**src/rtl/sprite_pkg.sv**
```systemverilog
// Shared constants, patch ids, ROM payload and FSM encoding for the sprite writer.
package sprite_pkg;

    localparam int unsigned WIDTH      = 128;
    localparam int unsigned HEIGHT     = 128;
    localparam int unsigned PIXEL_SIZE = 16;
    localparam int unsigned ADDR_W     = 14;
    localparam int unsigned LOG2_W     = $clog2(WIDTH);
    localparam int unsigned COORD_W    = 7;
    localparam int unsigned DIM_W      = 3;
    localparam int unsigned MASK_W     = 8;
    localparam int unsigned ID_W       = 3;

    // RGB565 palette
    localparam logic [PIXEL_SIZE-1:0] SKIN_C  = 16'hff14;
    localparam logic [PIXEL_SIZE-1:0] BLACK_C = 16'h0000;
    localparam logic [PIXEL_SIZE-1:0] CHEEK_C = 16'h4dac;
    localparam logic [PIXEL_SIZE-1:0] SWEAT_C = 16'h3ef8;

    typedef enum logic [1:0] {
        EYE_OPEN   = 2'd0,
        EYE_CLOSED = 2'd1,
        CHEEK      = 2'd2,
        SWEAT      = 2'd3
    } patch_id_t;

    // Geometry and colours of one patch as delivered by the ROM
    typedef struct packed {
        logic [COORD_W-1:0]    x;
        logic [COORD_W-1:0]    y;
        logic [DIM_W-1:0]      w;
        logic [DIM_W-1:0]      h;
        logic [PIXEL_SIZE-1:0] fg;
        logic [PIXEL_SIZE-1:0] bg;
        logic                  bg_opaque;
    } patch_geom_t;

    localparam logic [1:0] ST_IDLE   = 2'd0;
    localparam logic [1:0] ST_LOAD   = 2'd1;
    localparam logic [1:0] ST_WRITE  = 2'd2;
    localparam logic [1:0] ST_FINISH = 2'd3;

endpackage

```
**src/rtl/sprite_patch_writer_patch_rom.sv**
```systemverilog
// Combinational patch table: geometry, colours and one left-aligned mask row.
module patch_rom
    import sprite_pkg::*;
(
    input  logic [ID_W-1:0]   id,
    input  logic [DIM_W-1:0]  row,
    output patch_geom_t       geom,
    output logic [MASK_W-1:0] mask,
    output logic              valid
);

    // Table lookup; mask bit 7 is the leftmost pixel, rows past h read as zero
    always_comb begin
        geom  = '0;
        mask  = '0;
        valid = 1'b0;
        case (id)
            {1'b0, EYE_OPEN}: begin
                valid = 1'b1;
                geom  = '{x: 7'd76, y: 7'd57, w: 3'd6, h: 3'd3,
                          fg: BLACK_C, bg: SKIN_C, bg_opaque: 1'b1};
                case (row)
                    3'd0:    mask = 8'b1000_0100;
                    3'd1:    mask = 8'b0100_1000;
                    3'd2:    mask = 8'b0011_0000;
                    default: mask = '0;
                endcase
            end
            {1'b0, EYE_CLOSED}: begin
                valid = 1'b1;
                geom  = '{x: 7'd76, y: 7'd57, w: 3'd6, h: 3'd3,
                          fg: BLACK_C, bg: SKIN_C, bg_opaque: 1'b1};
                case (row)
                    3'd0:    mask = 8'b0111_1000;
                    3'd1:    mask = 8'b1111_1100;
                    3'd2:    mask = 8'b0111_1000;
                    default: mask = '0;
                endcase
            end
            {1'b0, CHEEK}: begin
                valid = 1'b1;
                geom  = '{x: 7'd82, y: 7'd53, w: 3'd4, h: 3'd3,
                          fg: CHEEK_C, bg: BLACK_C, bg_opaque: 1'b0};
                case (row)
                    3'd0, 3'd1, 3'd2: mask = 8'b1111_0000;
                    default:          mask = '0;
                endcase
            end
            {1'b0, SWEAT}: begin
                valid = 1'b1;
                geom  = '{x: 7'd53, y: 7'd44, w: 3'd6, h: 3'd4,
                          fg: SWEAT_C, bg: BLACK_C, bg_opaque: 1'b0};
                case (row)
                    3'd0:    mask = 8'b0011_1000;
                    3'd1:    mask = 8'b1111_1100;
                    3'd2:    mask = 8'b1111_1100;
                    3'd3:    mask = 8'b0011_1000;
                    default: mask = '0;
                endcase
            end
            default: begin
                valid = 1'b0;
            end
        endcase
    end

endmodule

```
**src/rtl/sprite_patch_writer.sv**
```systemverilog
// Stamps one facial-feature patch into the sprite frame buffer per request,
// stalling pixel writes while the reader streams a frame.
module sprite_patch_writer
    import sprite_pkg::*;
(
    input  logic                  clk_input_data,
    input  logic                  rst,
    input  logic                  start,
    input  logic [ID_W-1:0]       patch_sel,
    input  logic                  frame_busy,
    output logic                  wr_en,
    output logic [ADDR_W-1:0]     wr_addr,
    output logic [PIXEL_SIZE-1:0] wr_data,
    output logic                  busy,
    output logic                  done,
    output logic                  err
);

    logic [1:0]            state, state_n;
    logic [1:0]            sel_q, sel_n;
    patch_geom_t           geom_q, geom_n;
    logic [DIM_W-1:0]      col_q, col_n;
    logic [DIM_W-1:0]      row_q, row_n;
    logic                  wr_en_n;
    logic [ADDR_W-1:0]     wr_addr_n;
    logic [PIXEL_SIZE-1:0] wr_data_n;
    logic                  busy_n, done_n, err_n;

    logic [ID_W-1:0]       rom_id;
    patch_geom_t           rom_geom;
    logic [MASK_W-1:0]     rom_mask;
    logic                  rom_valid;

    logic                  pix_on;
    logic [COORD_W-1:0]    pix_x, pix_y;

    // In IDLE the ROM looks at the incoming id so validity is known at accept
    assign rom_id = (state == ST_IDLE) ? patch_sel : {1'b0, sel_q};

    patch_rom u_rom (
        .id    (rom_id),
        .row   (row_q),
        .geom  (rom_geom),
        .mask  (rom_mask),
        .valid (rom_valid)
    );

    // Current pixel: mask bit and frame coordinates
    always_comb begin
        pix_on = rom_mask[3'(3'd7 - col_q)];
        pix_x  = geom_q.x + COORD_W'(col_q);
        pix_y  = geom_q.y + COORD_W'(row_q);
    end

    // Next-state and next-output logic
    always_comb begin
        state_n   = state;
        sel_n     = sel_q;
        geom_n    = geom_q;
        col_n     = col_q;
        row_n     = row_q;
        wr_en_n   = 1'b0;
        wr_addr_n = wr_addr;
        wr_data_n = wr_data;
        busy_n    = busy;
        done_n    = 1'b0;
        err_n     = err;

        case (state)
            ST_IDLE: begin
                if (start) begin
                    sel_n = patch_sel[1:0];
                    err_n = 1'b0;
                    col_n = '0;
                    row_n = '0;
                    if (rom_valid) begin
                        busy_n  = 1'b1;
                        state_n = ST_LOAD;
                    end else begin
                        err_n   = 1'b1;
                        state_n = ST_FINISH;
                    end
                end
            end
            ST_LOAD: begin
                geom_n  = rom_geom;
                col_n   = '0;
                row_n   = '0;
                busy_n  = 1'b1;
                state_n = ST_WRITE;
            end
            ST_WRITE: begin
                // A busy frame suppresses this pixel; it is presented again later
                if (!frame_busy) begin
                    wr_addr_n = (ADDR_W'(pix_y) << LOG2_W) + ADDR_W'(pix_x);
                    wr_data_n = pix_on ? geom_q.fg : geom_q.bg;
                    wr_en_n   = pix_on | geom_q.bg_opaque;
                    if (col_q == geom_q.w - 3'd1) begin
                        col_n = '0;
                        if (row_q == geom_q.h - 3'd1) begin
                            state_n = ST_FINISH;
                        end else begin
                            row_n = row_q + 3'd1;
                        end
                    end else begin
                        col_n = col_q + 3'd1;
                    end
                end
            end
            ST_FINISH: begin
                done_n  = 1'b1;
                busy_n  = 1'b0;
                state_n = ST_IDLE;
            end
            default: begin
                state_n = ST_IDLE;
            end
        endcase
    end

    // State and registered outputs, synchronous active-low reset
    always_ff @(posedge clk_input_data) begin
        if (!rst) begin
            state   <= ST_IDLE;
            sel_q   <= '0;
            geom_q  <= '0;
            col_q   <= '0;
            row_q   <= '0;
            wr_en   <= 1'b0;
            wr_addr <= '0;
            wr_data <= '0;
            busy    <= 1'b0;
            done    <= 1'b0;
            err     <= 1'b0;
        end else begin
            state   <= state_n;
            sel_q   <= sel_n;
            geom_q  <= geom_n;
            col_q   <= col_n;
            row_q   <= row_n;
            wr_en   <= wr_en_n;
            wr_addr <= wr_addr_n;
            wr_data <= wr_data_n;
            busy    <= busy_n;
            done    <= done_n;
            err     <= err_n;
        end
    end

endmodule

```
**config.mk**
```make
export PLATFORM = sky130hd
export DESIGN_NAME = sprite_patch_writer
export DESIGN_NICKNAME = d
export VERILOG_FILES = /design/src/rtl/sprite_pkg.sv /design/src/rtl/sprite_patch_writer_patch_rom.sv /design/src/rtl/sprite_patch_writer.sv
export SDC_FILE = /design/constraint.sdc
export NUM_CORES = 1
export LEC_CHECK = 0
export BUFFER_PORTS_ARGS = -buffer_cell sky130_fd_sc_hd__buf_2
export CORE_MARGIN = 2
export CORE_UTILIZATION = 55
export CTS_BUF_LIST = sky130_fd_sc_hd__clkbuf_4 sky130_fd_sc_hd__clkbuf_8
export CTS_CLUSTER_DIAMETER = 80
export CTS_CLUSTER_SIZE = 12
export DETAILED_ROUTE_END_ITERATION = 12
export GPL_TIMING_DRIVEN = 0
export HOLD_SLACK_MARGIN = 0.1
export PLACE_DENSITY = 0.8
export SLEW_MARGIN = 25
export SYNTH_ARGS = -nofsm -noshare
export SYNTH_HDL_FRONTEND = slang
export SYNTH_SLANG_ARGS = --single-unit
export TNS_END_PERCENT = 1
```
**constraint.sdc**
```tcl
create_clock -name clk_input_data -period 2.8 [get_ports clk_input_data]
set_input_delay 0.7 -clock clk_input_data [delete_from_list [all_inputs] [get_ports clk_input_data]]
set_output_delay 0.7 -clock clk_input_data [all_outputs]
set_load 0.02 [all_outputs]
```
==> results of run 1 <==
## stage by stage
stage / instances / setup slack, ns / total power [W] / utilization
final: 378 / 0.217 / 0.00245 / 0.675
after global routing: 378 / 0.0214 / 0.00262 / 0.675
after CTS: 378 / 0.238 / 0.00243 / 0.673
after detailed placement: 370 / 0.168 / 0.00193 / 0.644
after global placement: 370 / 0.188 / 0.00191 / 0.644
after floorplan: 282 / 0.501 / 0.00166 / -
## where the power goes
part	internal [W]	switching, W	leakage [nW]
Combinational	0.000451	0.000703	0.776
Sequential	0.000686	0.000108	0.333
Clock	0.000300	0.000207	0.0619
Total	0.00144	0.00102	1.17
## cell usage after synthesis (all sizes together) (2+ instances only)
cell type	instances	area (um2)
o21ai	15	75.1
nor2b	7	43.8
mux2	2	26.3
or3	2	12.5
nand2	27	101
dfxtp	41	821
nor4	2	12.5
nand2b	4	25.0
nor2	24	90.1
o21a	2	15.0
nor3b	2	15.0
o211ai	2	15.0
a22oi	2	15.0
inv	15	56.3
xnor2	4	35.0
xor2	3	26.3
a21boi	2	15.0
clkbuf	10	37.5
a311oi	2	17.5
a211oi	9	67.6
nand3	7	35.0
buf	13	87.6
ha	17	213
and2	2	12.5
nor3	8	40.0
a21o	2	15.0
a31oi	4	25.0
a21oi	23	115
mux2i	6	63.8
o21bai	2	15.0
## cell usage in the layout (no fill, tap or decap), types with 3 or more instances in the layout
cell type,Yosys,routed
dfxtp_1,41,41
nand2b_1,4,4
nor2b_1,7,7
nor3_1,8,8
buf_2,1,39
nor2_1,24,24
o21ai_0,13,13
xnor2_1,4,4
a211oi_1,9,9
inv_1,15,15
nand2_1,27,27
buf_4,10,10
xor2_1,3,3
nand3_1,7,7
clkbuf_1,10,10
ha_1,17,17
a21oi_1,23,23
clkbuf_8,0,6
mux2i_1,5,5
a31oi_1,4,4
## worst min path at each step
stage / slack [ns] / endpoint / startpoint
2_1_floorplan: 0.47 / sel_q[1] / sel_q[1]
3_3_place_gp: 0.44 / wr_addr[3] / wr_addr[3]
3_5_place_dp: 0.44 / wr_addr[13] / wr_addr[13]
4_1_cts: 0.45 / wr_addr[13] / wr_addr[13]
5_1_grt: 0.48 / wr_addr[2] / wr_addr[2]
6_report: 0.45 / wr_addr[13] / wr_addr[13]
## layer usage
metal	wire, um	track usage	share of wire
met2	2430	0.380	0.47
met1	2440	0.301	0.47
met5	0	0	0
met4	59	0.0806	0.011
met3	278	0.0465	0.053
## tightest hold or removal path, stage by stage (launching register included)
cell     delay [ns]
dfxtp_1        0.31
nand2_1        0.05
a21oi_1        0.05
## layout make-up
class	count	area, um2	area share
multi-input combinational	202	1360	0.497
sequential	41	821	0.300
timing repair buffer	38	190	0.0694
buffer	23	125	0.0457
clock buffer	7	90.1	0.0329
tap	50	62.6	0.0228
inverter	16	60.1	0.0219
clock inverter	1	30.0	0.0110
## registers in the layout, summed over array words and instances (netlist names)
name     flops
row_q        3
wr_data      6
state        2
sel_q        2
col_q        3
wr_addr     14
geom_q       7
done         1
err          1
wr_en        1
busy         1
## cells by family (layout without fill, tap and decap cells)
family          count (synthesis)  count (layout)  share of synthesized area
compound gates                 77              77                      0.221
xor+xnor                        8               8                     0.0361
fa+ha+maj                      18              18                     0.0988
buf+inv                        39              85                     0.0786
flops                          41              41                      0.349
mux                             8               8                     0.0383
other cells                     1               2                    0.00159
simple gates                   89              89                      0.177
==> key figures, run 1 <==
Global route
  • Largest net degree at the start of global routing: 13
  • Initial antenna violation count: 0
  • GRT overflow: 0
  • Vias in the first global route: between 1500 and 2000
  • Global-route wire length before repair: 9050 um
  • Total Routing Usage GR: 0.231

Worst setup path
  • R2r startpoint: state[0]
  • Critical Path Sink: wr_data[14]
  • Reg2Reg Setup Slack: 0.22 ns
  • CP top delay family: multiplexers
  • WP depth: 8
  • Worst reg2reg path depth: 8
  • Critical path's slowest cell: dfxtp_1
  • CP Max Fanout: 8
  • CP Cell Sequence: inv_1 > ha_1 > mux2i_2 > mux2_4 > a221oi_2 > a2111oi_4 > or3_1 > a31oi_1
  • Worst Setup SP: state[0]
  • Crit path DAT: about 2.8 ns
  • Critical Path RT: 3.02 ns
  • Startpoint types: flip-flop
  • Setup crit end kind: flip-flop
  • Setup CP Type: reg -> reg
  • Worst Path Buf+Inv: 1
  • Critical R2R Capture: wr_data[14]
  • Crit-path max cell delay: about 0.4 ns

Synth
  • Sequential area share after synthesis: 0.349
  • Post-synth EDFFs: 0
  • Syn_area_per_cell: ~8.4 um2
  • Post-synth top flop: dfxtp_1
  • FF+latch count, synth: 41
  • Count of cell types in the netlist: 55
  • Synthesis Warnings: 0
  • Syn Inst Count: 281
  • Share of synthesized registers carrying an async set or reset: 0
  • Post-Syn Area: ~0.0024 mm2

Status
  • Status: finished, final reports clean

Final layout
  • Fill cells: 340
  • Total Nets Final: between 300 and 400
  • P&R area growth vs syn: 16.3%
  • # diodes: 0
  • Post-route cell area: roughly 0.0027 mm2
  • Layout cells sized above 1: 0.201

STA
  • Setup Skew: just over 0.008 ns
  • Hold Vio Cnt, Final: 0
  • RSZ-0062 raised after global routing: no
  • Slew Limit Fails: 0
  • Hold WS: between 0.4 and 0.5 ns
  • Slew @ Worst Pin: 0.937 ns
  • Setup TNS: 0 ns
  • Final Setup Violations: 0
  • Minimum clock period: 2.58 ns
  • FMAX: roughly 390 MHz
  • Tcrit/Tclk final: 0.923
  • Relative slew slack: 0.370

Worst hold path
  • Hold Path Stages: 2
  • Hold WC Path Type: reg -> reg

Routing
  • Starting DRT DRC Count: 140
  • Detailed-route via count: 2079
  • Routed WL per cell: between 10 and 15 um
  • Antenna Nets Post-Route: 0
  • DRC Markers: 0
  • First-pass detailed-route iteration total: 4
  • Via-to-Cell Ratio: approximately 5.5
  • Detailed-route wire length: approximately 5200 um

Place
  • IO buf count: 38
  • Final HPWL DP: 3930 um
  • Routability congestion estimate: approximately 0.89
  • Placed Area: roughly 0.0026 mm2

Floorplanning
  • Die X-Extent: around 70 um
  • Rows: 23
  • Initial core utilization: 0.580
  • Core footprint: 0.00406 mm2
  • Boundary Pins: between 40 and 50
  • DIE AREA: between 0.004 and 0.005 mm2
  • Die Y: ~69 um

CTS
  • Clock buffer depth: 2
  • Clock latency on the worst-skew pair: 0.30 ns
  • CTS Hold Bufs: 0
  • Clock transition at path regs: about 0.08 ns
  • Num CTS Buffers: 5
  • TritonCTS clock tree: done
  • H-tree levels: 2
  • Clk sinks: 41
  • Clock root cell: clkbuf_8
  • Cts repair resizes: 0
  • Post-CTS Setup Repair Bufs: 0

Power
  • Max IR drop VDD: between 0.0004 and 0.0005 V
  • Leakage: approximately 1.2 nW
  • Pwr/cell area: between 800 and 900 mW/mm2

Flow run
  • Max-Cap Viols: 0
Power figures use the tool's default switching activity.
==> run 2, diff against run 1 <==
Settings changed: CORE_ASPECT_RATIO set to 1.25.
==> run 2 against run 1 <==
  * Utilization is 0.47 points lower
  * Via count is 1.3% higher
  * Combinational power hardly changed
  * Cell count is 1.6% higher
  * Die area hardly changed
  * Highest routed layer unchanged
==> key figures, run 2 (synthesis gave the netlist of run 1 again) <==
CTS
  • Num CTS Buffers: 5
  • Clock latency on the worst-skew pair: ~0.29 ns
  • H-tree levels: 2
  • Clock buffer depth: 2
  • Clk sinks: between 40 and 50
  • Clock root cell: clkbuf_8
  • Post-CTS Setup Repair Bufs: 0
  • CTS Hold Bufs: 0
  • Clock transition at path regs: roughly 0.080 ns
  • Cts repair resizes: 0
  • TritonCTS clock tree: done

Flow run
  • Max-Cap Viols: 0

Power
  • Final Power: ~0.0025 W
  • Leakage: around 1.2 nW
  • Pwr/cell area: 896 mW/mm2
  • Max IR drop VDD: roughly 0.00051 V

Final layout
  • Final design utilization: 0.670
  • # diodes: 0
  • Most flops, register: wr_addr
  • Post-route cell area: 0.00275 mm2
  • Layout cells sized above 1: 0.198
  • Top Registers: wr_addr x14, geom_q x7, wr_data x6
  • Max reg flops: 14
  • Total Nets Final: about 350
  • Commonest non-fill, non-tap cell in the layout: dfxtp_1
  • Final Non-Filler Cells: 384
  • Fill cells: 357
  • Most frequent cells in the layout: dfxtp_1, buf_2, nand2_1, nor2_1, a21oi_1
  • P&R area growth vs syn: 16.7%

Worst setup path
  • Crit path DAT: roughly 2.8 ns
  • CP Max Fanout: 10
  • Critical Path RT: between 2 and 3 ns
  • Setup crit end kind: flip-flop
  • Setup CP Type: reg -> reg
  • Worst Setup SP: state[0]
  • R2r startpoint: state[0]
  • Startpoint types: flip-flop

STA
  • Slew Limit Fails: 0
  • Tcrit/Tclk final: 0.925
  • Slew @ Worst Pin: around 0.91 ns
  • Minimum clock period: 2.59 ns
  • RSZ-0062 raised after global routing: no
  • Relative slew slack: 0.385
  • FMAX: 386 MHz
  • Setup Skew: 0.00464 ns
  • Setup TNS: 0 ns
  • Hold Vio Cnt, Final: 0
  • Final Setup Violations: 0

Routing
  • First-pass detailed-route iteration total: 4
  • DRC Markers: 0
  • Detailed-route wire length: between 5000 and 6000 um
  • Antenna Nets Post-Route: 0
  • Via-to-Cell Ratio: 5.48
  • Routed WL per cell: approximately 14 um
  • Starting DRT DRC Count: 88
  • Detailed-route via count: approximately 2100

Place
  • Placed Instances: about 380
  • Routability congestion estimate: roughly 0.9
  • IO buf count: 38
  • Final HPWL DP: 4040 um
  • Placed Area: between 0.002 and 0.003 mm2

Global route
  • Initial antenna violation count: 0
  • Vias in the first global route: roughly 2000
  • Largest net degree at the start of global routing: 13
  • GRT overflow: 0
  • Global-route wire length before repair: between 9000 and 10000 um
  • Total Routing Usage GR: 0.234

Floorplanning
  • DIE AREA: slightly below 0.005 mm2
  • Boundary Pins: 41
  • Initial core utilization: 0.574
  • Die Y: approximately 77 um
  • Die X-Extent: ~63 um
  • Rows: 26
  • Core footprint: approximately 0.0041 mm2

Status
  • Status: finished, final reports clean

Worst hold path
  • Hold WC Path Type: reg -> reg
  • Hold_sp: wr_addr[3]
## run 2: critical path, stage by stage, from the launching register on
cell and delay [ns]:
dfxtp_1 0.39, inv_1 0.10, ha_1 0.27, buf_2 0.20, o21a_1 0.15, nor3_1 0.27
a21oi_1 0.16, a2111oi_4 0.60, or3_1 0.22, a31oi_1 0.08
## run 2: layer usage
metal | track usage | vias to the layer above | part of all wire
met5 | 0 | - | 0
met4 | 0.111 | 0 | 0.018
met3 | 0.0484 | 11 | 0.049
met2 | 0.411 | 59 | 0.51
met1 | 0.268 | 968 | 0.42
li1 | - | 1067 | -
## run 2: final cells by class
| cell class | count | area, um2 | area share |
|---|---|---|---|
| Sequential cell | 41 | 821 | 0.299 |
| Timing Repair Buffer | 38 | 190 | 0.0692 |
| Clock buffer | 7 | 90.1 | 0.0328 |
| Multi-Input combinational cell | 202 | 1360 | 0.495 |
| Clock inverter | 1 | 30.0 | 0.0109 |
| Tap cell | 56 | 70.1 | 0.0255 |
| Buffer | 23 | 125 | 0.0455 |
| Inverter | 16 | 60.1 | 0.0219 |
## run 2: worst paths after layout
check                              endpoint  slack, ns  cells after the start
worst max-delay path            wr_data[14]       0.21                      9
worst min-delay path             wr_addr[3]       0.45                      2
worst max register to register  wr_data[14]       0.21                      9
worst min register to register   wr_addr[3]       0.45                      2
## run 2: power by group
| part | internal (W) | switching (W) |
|---|---|---|
| Sequential | 0.000686 | 0.000112 |
| Clock | 0.000300 | 0.000201 |
| Combinational | 0.000455 | 0.000707 |
## run 2: through the flow
step | setup WS (ns) | hold WS, ns
after floorplan | 0.501 | 0.470
after global placement | 0.208 | 0.438
after detailed placement | 0.174 | 0.442
after CTS | 0.238 | 0.452
after global routing | 0.0242 | 0.464
final | 0.209 | 0.451
==> run 3, diff against run 2 <==
==> constraint.sdc (replaced) <==
create_clock -name clk_input_data -period 3.1 [get_ports clk_input_data]
set_input_delay 0.775 -clock clk_input_data [delete_from_list [all_inputs] [get_ports clk_input_data]]
set_output_delay 0.775 -clock clk_input_data [all_outputs]
set_load 0.1 [all_outputs]
==> run 3 against run 2 <==
  * Cell area shrank 0.32%
  * Setup slack gained 0.29 ns
  * Fmax shrank 0.49%
  * Critical endpoint is now wr_data[15]
  * Sequential power shrank 9.8%
  * Largest cell class unchanged
  * Die area is the same
  * First-iteration DRC count shrank 22%
  * Hold slack is essentially flat
  * Global-route usage is the same
  * Wire length shrank 0.57%
  * Clock power shrank 9.6%
  * Non-clock buffer count is the same
  * Register-to-register slack gained 0.29 ns
==> key figures, run 3 (synthesis gave the netlist of run 1 again) <==
Power
  • Pwr/cell area: 935 mW/mm2
  • Comb pwr share: 0.542
  • Register share of total power: 0.281
  • Int Pwr: 0.00129 W
  • Leakage: approximately 1.2 nW
  • Max IR drop VDD: approximately 0.00048 V
  • Clk network pwr share: 0.177
  • Switching Power: between 0.001 and 0.0015 W
  • Switching part of the total: 0.495

Global route
  • Met3 GRT Util: 0.0484
  • Global-route wire length before repair: approximately 9000 um
  • Initial antenna violation count: 0
  • Grt met2 use: 0.411
  • Largest net degree at the start of global routing: 13
  • GRT busiest layer: met2
  • GRT overflow: 0
  • Total Routing Usage GR: 0.234
  • M1 GR Usage: 0.268
  • Vias in the first global route: 2036

Place
  • Routability congestion estimate: roughly 0.9
  • Placed Instances: 376
  • Final HPWL DP: 4040 um
  • IO buf count: 38
  • Placed Area: 0.00262 mm2

STA
  • Minimum clock period: approximately 2.6 ns
  • Final Setup Violations: 0
  • Setup Skew: around 0.0045 ns
  • Slew @ Worst Pin: 0.907 ns
  • FMAX: around 380 MHz
  • Hold Vio Cnt, Final: 0
  • Relative slew slack: 0.390
  • Slew Limit Fails: 0
  • Tcrit/Tclk final: 0.840
  • Hold WS: between 0.4 and 0.5 ns
  • RSZ-0062 raised after global routing: no
  • Setup TNS: 0 ns

Final layout
  • Total Nets Final: about 350
  • Post-route cell area: roughly 0.0027 mm2
  • Max reg flops: 14
  • Top Registers: wr_addr x14, geom_q x7, wr_data x6
  • P&R area growth vs syn: 16.3%
  • Most flops, register: wr_addr
  • Final design utilization: 0.668
  • Commonest non-fill, non-tap cell in the layout: dfxtp_1
  • # diodes: 0
  • Most frequent cells in the layout: dfxtp_1, buf_2, nand2_1, nor2_1, a21oi_1
  • Layout cells sized above 1: 0.198
  • Final Non-Filler Cells: between 300 and 400

Floorplanning
  • DIE AREA: around 0.0048 mm2
  • Rows: 26
  • Initial core utilization: 0.574
  • Die Y: between 70 and 80 um
  • Core footprint: between 0.004 and 0.005 mm2
  • Die X-Extent: 62.5 um
  • Boundary Pins: between 40 and 50

CTS
  • Clock transition at path regs: roughly 0.070 ns
  • Clock latency on the worst-skew pair: 0.30 ns
  • Clock buffer depth: 2
  • Post-CTS Setup Repair Bufs: 0
  • Clock root cell: clkbuf_8
  • H-tree levels: 2
  • Clk sinks: between 40 and 50
  • Num CTS Buffers: 5
  • CTS Hold Bufs: 0
  • TritonCTS clock tree: done
  • Cts repair resizes: 0

Worst setup path
  • Worst Setup SP: state[0]
  • Setup CP Type: reg -> reg
  • Critical path's slowest cell: or4_1
  • Setup crit end kind: flip-flop
  • Critical Path Sink: wr_data[15]
  • CP Max Fanout: 8
  • CP top delay family: multiplexers
  • Critical Path RT: around 3.3 ns
  • Startpoint types: flip-flop
  • Worst Path Buf+Inv: 1
  • R2r startpoint: state[0]
  • Crit-path max cell delay: roughly 0.43 ns
  • CP Cell Sequence: inv_1 > ha_1 > mux2i_2 > mux2_4 > a221oi_2 > a2111oi_4 > or4_1 > a21oi_1
  • Crit path DAT: approximately 2.8 ns
  • WP depth: 8
  • Worst reg2reg path depth: 8
  • Reg2Reg Setup Slack: between 0.4 and 0.5 ns
  • Critical R2R Capture: wr_data[15]

Worst hold path
  • Hold WC Path Type: reg -> reg
  • Hold Path Stages: 2

Routing
  • DRC Markers: 0
  • Detailed-route via count: around 2100
  • Via-to-Cell Ratio: 5.49
  • Antenna Nets Post-Route: 0
  • First-pass detailed-route iteration total: 4
  • Routed WL per cell: between 10 and 15 um
  • Detailed-route wire length: ~5400 um
  • Starting DRT DRC Count: 69

Status
  • Status: finished, final reports clean

Flow run
  • Max-Cap Viols: 0
-- run 3: cell counts in the layout (fill, tap and decap cells not counted) --
No cell type changed its count.
-- run 3: layout make-up --
| cell class | count | area (um2) |
|---|---|---|
| repair buffers | 38 | 190 |
| clock inverters | 1 | 30.0 |
| multi-input cells | 202 | 1350 |
| flip-flops and latches | 41 | 821 |
| inverters | 16 | 60.1 |
| well taps | 56 | 70.1 |
| fillers | 358 | 1360 |
| clock buffers | 7 | 90.1 |
| plain buffers | 23 | 125 |
-- run 3: tightest hold or removal path, delay by kind of cell (launching register included) --
family | cells | cell delay, ns
flip-flops | 1 | 0.31
AND/OR/NAND/NOR | 1 | 0.05
AO/OA/AOI/OAI | 1 | 0.05
-- run 3: worst min path at each step --
| stage | from | to | slack [ns] |
|---|---|---|---|
| after floorplan | sel_q[1] | sel_q[1] | 0.47 |
| after global placement | wr_addr[3] | wr_addr[3] | 0.44 |
| after detailed placement | wr_addr[3] | wr_addr[3] | 0.44 |
| after CTS | wr_addr[3] | wr_addr[3] | 0.45 |
| after global routing | wr_addr[3] | wr_addr[3] | 0.46 |
| final | wr_addr[2] | wr_addr[2] | 0.45 |
-- run 3: power by group through the flow --
stage	clock (W)	combinational, W	sequential [W]
5_1_grt	0.000483	0.00150	0.000736
6_report	0.000453	0.00139	0.000720
3_5_place_dp	0	0.00137	0.000730
4_1_cts	0.000461	0.00138	0.000718
3_3_place_gp	0	0.00135	0.000726
2_1_floorplan	0	0.000851	0.000999
-- run 3: metrics by stage --
stage / power, W / worst slack (ns)
2_1_floorplan: 0.00185 / 0.726
3_5_place_dp: 0.00210 / 0.399
4_1_cts: 0.00256 / 0.538
3_3_place_gp: 0.00207 / 0.433
5_1_grt: 0.00272 / 0.293
6_report: 0.00256 / 0.497
-- run 3: layer usage --
layer | vias up | wire length (um)
met5 | - | 0
met4 | 0 | 99
met3 | 11 | 251
met2 | 54 | 2750
met1 | 978 | 2270
li1 | 1067 | -
